File: src/rtl/sram_controller.sv
// sram_controller: 32-bit MEM-stage word accesses serviced as two half-word phases on a 16-bit async SRAM
module sram_controller #(
  parameter int unsigned BASE_ADDR = 1024,
  parameter int unsigned WAIT_CYCLES = 3
) (
  input  logic        clk,
  input  logic        rst,
  input  logic        rd_en,
  input  logic        wr_en,
  input  logic [31:0] address,
  input  logic [31:0] write_data,
  output logic [31:0] read_data,
  output logic        ready,
  output logic [17:0] sram_addr,
  output logic [15:0] sram_dq_o,
  input  logic [15:0] sram_dq_i,
  output logic        sram_dq_oe,
  output logic        sram_we_n
);
  typedef enum logic [1:0] {IDLE, LOW, HIGH, DONE} state_t;
  localparam logic [3:0] RELOAD = 4'(WAIT_CYCLES - 1);
  state_t state, state_n;
  logic [3:0] cnt;
  logic op_wr;
  logic req;
  logic cnt_zero;
  logic [16:0] word;
  assign req = rd_en | wr_en;
  assign cnt_zero = cnt == 4'd0;
  assign word = 17'((address - BASE_ADDR) >> 2);
  assign ready = ~req | (state == DONE);
  // state register
  always_ff @(posedge clk) begin
    if (rst) state <= IDLE;
    else state <= state_n;
  end
  // each half-word phase lasts until the wait counter hits zero; DONE always returns to IDLE
  always_comb begin
    state_n = state;
    state_n = state == IDLE ? (req ? LOW : IDLE) :
              state == LOW  ? (cnt_zero ? HIGH : LOW) :
              state == HIGH ? (cnt_zero ? DONE : HIGH) : IDLE;
  end
  // bus outputs are set up on the edge entering each phase so they are stable for the whole phase
  always_ff @(posedge clk) begin
    if (rst) begin
      cnt        <= 4'd0;
      op_wr      <= 1'b0;
      read_data  <= 32'd0;
      sram_addr  <= 18'd0;
      sram_dq_o  <= 16'd0;
      sram_dq_oe <= 1'b0;
      sram_we_n  <= 1'b1;
    end else begin
      case (state)
        IDLE: if (req) begin
          op_wr      <= wr_en;
          cnt        <= RELOAD;
          sram_addr  <= {word, 1'b0};
          sram_dq_oe <= wr_en;
          sram_we_n  <= ~wr_en;
          if (wr_en) sram_dq_o <= write_data[15:0];
        end
        LOW: if (cnt_zero) begin
          if (!op_wr) read_data[15:0] <= sram_dq_i;
          cnt       <= RELOAD;
          sram_addr <= {word, 1'b1};
          if (op_wr) sram_dq_o <= write_data[31:16];
        end else cnt <= cnt - 4'd1;
        HIGH: if (cnt_zero) begin
          if (!op_wr) read_data[31:16] <= sram_dq_i;
          sram_dq_oe <= 1'b0;
          sram_we_n  <= 1'b1;
        end else cnt <= cnt - 4'd1;
        default: ;
      endcase
    end
  end
endmodule
File: config.mk
export PLATFORM = sky130hd
export DESIGN_NAME = sram_controller
export DESIGN_NICKNAME = d
export VERILOG_FILES = /design/src/rtl/sram_controller.sv
export SDC_FILE = /design/constraint.sdc
export NUM_CORES = 1
export LEC_CHECK = 0
export ABC_AREA = 0
export BUFFER_PORTS_ARGS = -buffer_cell sky130_fd_sc_hd__buf_2
export CAP_MARGIN = 15
export CORE_ASPECT_RATIO = 1.25
export CORE_MARGIN = 8
export CORE_UTILIZATION = 37
export CTS_CLUSTER_DIAMETER = 100
export DETAILED_ROUTE_END_ITERATION = 7
export HOLD_SLACK_MARGIN = 0.02
export PLACE_DENSITY = 0.69
export SYNTH_ARGS = -nofsm -noshare
export SYNTH_HDL_FRONTEND = slang
export SYNTH_SLANG_ARGS = --single-unit
File: constraint.sdc
create_clock -name clk -period 2.2 [get_ports clk]
set_clock_uncertainty 0.1 [all_clocks]
set_input_delay 0.44 -clock clk [delete_from_list [all_inputs] [get_ports clk]]
set_output_delay 0.44 -clock clk [all_outputs]
set_load 0.01 [all_outputs]
==> flow_metrics.py <==
metrics = {
    "flow_run": {
        "max_cap_viol_count": 0,
    },
    "pwr": {
        "power_switching_mw": 1.15,
        "peakVddDrop_uv": 312,
        "cellPowerDensity_nw_per_um2": 856,
        "p_int_mw": 2.53,
        "total_power_mw": 3.68,
        "seqPwrFrac": 0.434,
        "pwr-share-clk": 0.271,
        "p_sw_frac": 0.313,
        "p_leak_nw": 1.98,
        "pwr-share-comb": 0.295,
    },
    "clock_tree": {
        "cts_made_buffers": 9,
        "clock_latency_ns": 0.35,
        "cts_hold_buf": 0,
        "clockBufferDepth": 2,
        "cts_tree": "built",
        "cts_htree_levels": 3,
        "cts.sinks": 75,
        "cts-root-buf": "clkbuf_8",
        "path_clk_slew_ns": 0.07,
    },
    "timing": {
        "hold_slack_ns": 0.212,
        "hold_viol_final": 0,
        "tns_ns": 0,
        "period_share": 0.950,
        "finalCriticalPeriod_ns": 2.09,
        "fmax_mhz": 479,
        "maxSlewViolCount": 0,
        "setup_viol_count_final": 0,
        "relSlewSlack": 0.659,
        "worst_pin_slew_ns": 0.511,
    },
    "final_layout": {
        "final_layout_size_suffix_gt1_frac": 0.333,
        "syn2layout_area_growth_pct": 33.9,
        "fin_nets": 630,
        "seqCellArea_um2": 1500,
        "fillers": 850,
        "final_common_cell": "buf_2",
        "antenna_cells": 0,
        "final_cell_mix": "buf_2, nand2_1, dfxtp_1, nor2_1, a21oi_1",
        "multi_input_area_um2": 1570,
    },
    "routing": {
        "drc": 0,
        "vias_per_cell": 4.97,
        "first_iter_violations": 115,
        "wl_per_cell_um": 14.3,
        "ant_nets": 0,
        "dr_total_vias": 3193,
        "wl_um": 9170,
        "drt_pass1_iterations": 4,
    },
    "setup_path": {
        "ff2ff_path_depth": 8,
        "arrival_ns": 2.21,
        "crit_path_max_fanout": 7,
        "r2r_end": "sram_addr[3]",
        "start_kind": "flop",
        "regToRegStartpoint": "cnt[0]",
        "required_ns": 2.32,
        "critical_path_class": "reg -> reg",
        "r2r_setup_slack_ns": 0.11,
        "cp-end-kind": "flop",
    },
    "grt": {
        "grt_max_degree": 27,
        "first_global_vias": 3339,
        "grt_usage": 0.153,
        "grt-ovfl-total": 0,
        "grt_first_pass_wirelength_um": 15100,
        "antenna_found_initial": 0,
    },
    "logic_synthesis": {
        "ys_warn_count": 0,
        "syn_area_um2": 3210,
        "synth-seq-cells": 75,
        "ys_dominant_reg_cell": "dfxtp_1",
        "synth_edf_count": 0,
        "syn-num-nets": 490,
        "ys_seq_area_frac": 0.468,
        "synthCells": 399,
        "syn_area_per_cell_um2": 8.04,
        "synth_cell_types": 39,
        "synthArstFlopShare": 0,
    },
    "hold_path": {
        "min_from": "address[10]",
        "whs_path_depth": 2,
        "worstHoldEndpoint": "sram_addr[9]",
        "min_path_type": "in -> reg",
    },
    "placement": {
        "port_buffers": 137,
        "dp_hpwl_um": 6830,
        "gp_congestion": 0.806,
    },
    "die": {
        "die_height_um": 120,
        "rows": 38,
        "core_um2": 8560,
        "design.die.area_um2": 11900,
        "fp.dieW_um": 99.3,
        "initial_utilization": 0.375,
        "ios": 153,
    },
    "outcome": {
        "status": "completed",
    },
}
-- power groups by stage --
stage	sequential [mW]	combinational (mW)	clock (mW)
floorplan	1.69	0.548	0
global placement	1.62	0.985	0
detailed placement	1.63	1.00	0
CTS	1.60	1.01	1.03
global route	1.61	1.21	1.08
finish	1.60	1.08	0.998
-- what timing repair did --
| action | in CTS | in global routing |
|---|---|---|
| gates resized for setup | 0 | 3 |
| setup buffers | 0 | 2 |
| setup endpoints to repair | 0 | 11 |
-- stage by stage --
step	std cells	setup WS, ns	utilization	cell area [um^2]
floorplan	399	0.0466	-	3210
global placement	624	0.139	0.471	4030
detailed placement	624	0.0952	0.471	4030
CTS	639	0.0753	0.492	4210
global route	643	-0.0163	0.502	4300
finish	643	0.110	0.502	4300
-- synthesized netlist by cell type (5+ instances only) --
cell type	n	area share
o21ai_0	24	0.037
ha_1	7	0.027
dfxtp_1	75	0.47
mux2i_1	8	0.025
clkbuf_1	22	0.026
a211oi_1	17	0.040
nor2_1	54	0.063
a21oi_1	45	0.070
inv_1	9	0.011
xnor2_1	5	0.014
nand2_1	84	0.098
nor3_1	6	0.0094
-- layout make-up --
cell class	count	share of cell area
clock inverters	3	0.00932
multi-input cells	287	0.364
repair buffers	157	0.209
well taps	100	0.0291
inverters	9	0.00786
clock buffers	12	0.0315
flip-flops and latches	75	0.349
-- routing by layer --
| layer | routed length (um) | global-route usage | share of wire |
|---|---|---|---|
| met1 | 3940 | 0.170 | 0.43 |
| met2 | 4350 | 0.260 | 0.47 |
| met3 | 633 | 0.0458 | 0.069 |
| met4 | 238 | 0.0797 | 0.026 |
| met5 | 0 | 0 | 0 |
-- sequential cells by signal, summed over array words and instances, names as in the netlist --
signal,cells
sram_we_n,1
read_data,32
sram_addr,18
state,2
sram_dq_o,16
op_wr,1
sram_dq_oe,1
cnt,4
-- kinds of logic after synthesis --
kind of cell,share of synthesized area
simple gates,0.216
compound gates,0.199
flops,0.468
buf+inv,0.0491
mux,0.0250
fa+ha+maj,0.0273
xor+xnor,0.0164
-- worst max-delay path by stage --
stage	slack (ns)	to	start	cells past startpoint
after detailed placement	0.1	sram_addr[7]	cnt[0]	7
after floorplan	0.05	sram_addr[6]	cnt[0]	8
after global routing	-0.02	sram_addr[3]	cnt[0]	8
after CTS	0.08	sram_addr[7]	cnt[0]	7
final	0.11	sram_addr[3]	cnt[0]	8
after global placement	0.14	sram_addr[5]	cnt[0]	7
-- worst max-delay path: stages (launching register included) --
cell      delay, ns
dfxtp_1        0.34
inv_1          0.09
ha_2           0.20
or3b_4         0.42
a211oi_4       0.29
buf_12         0.16
buf_12         0.12
mux2i_1        0.18
nor2_1         0.06
Note: power is estimated with default switching activity, not from simulation.
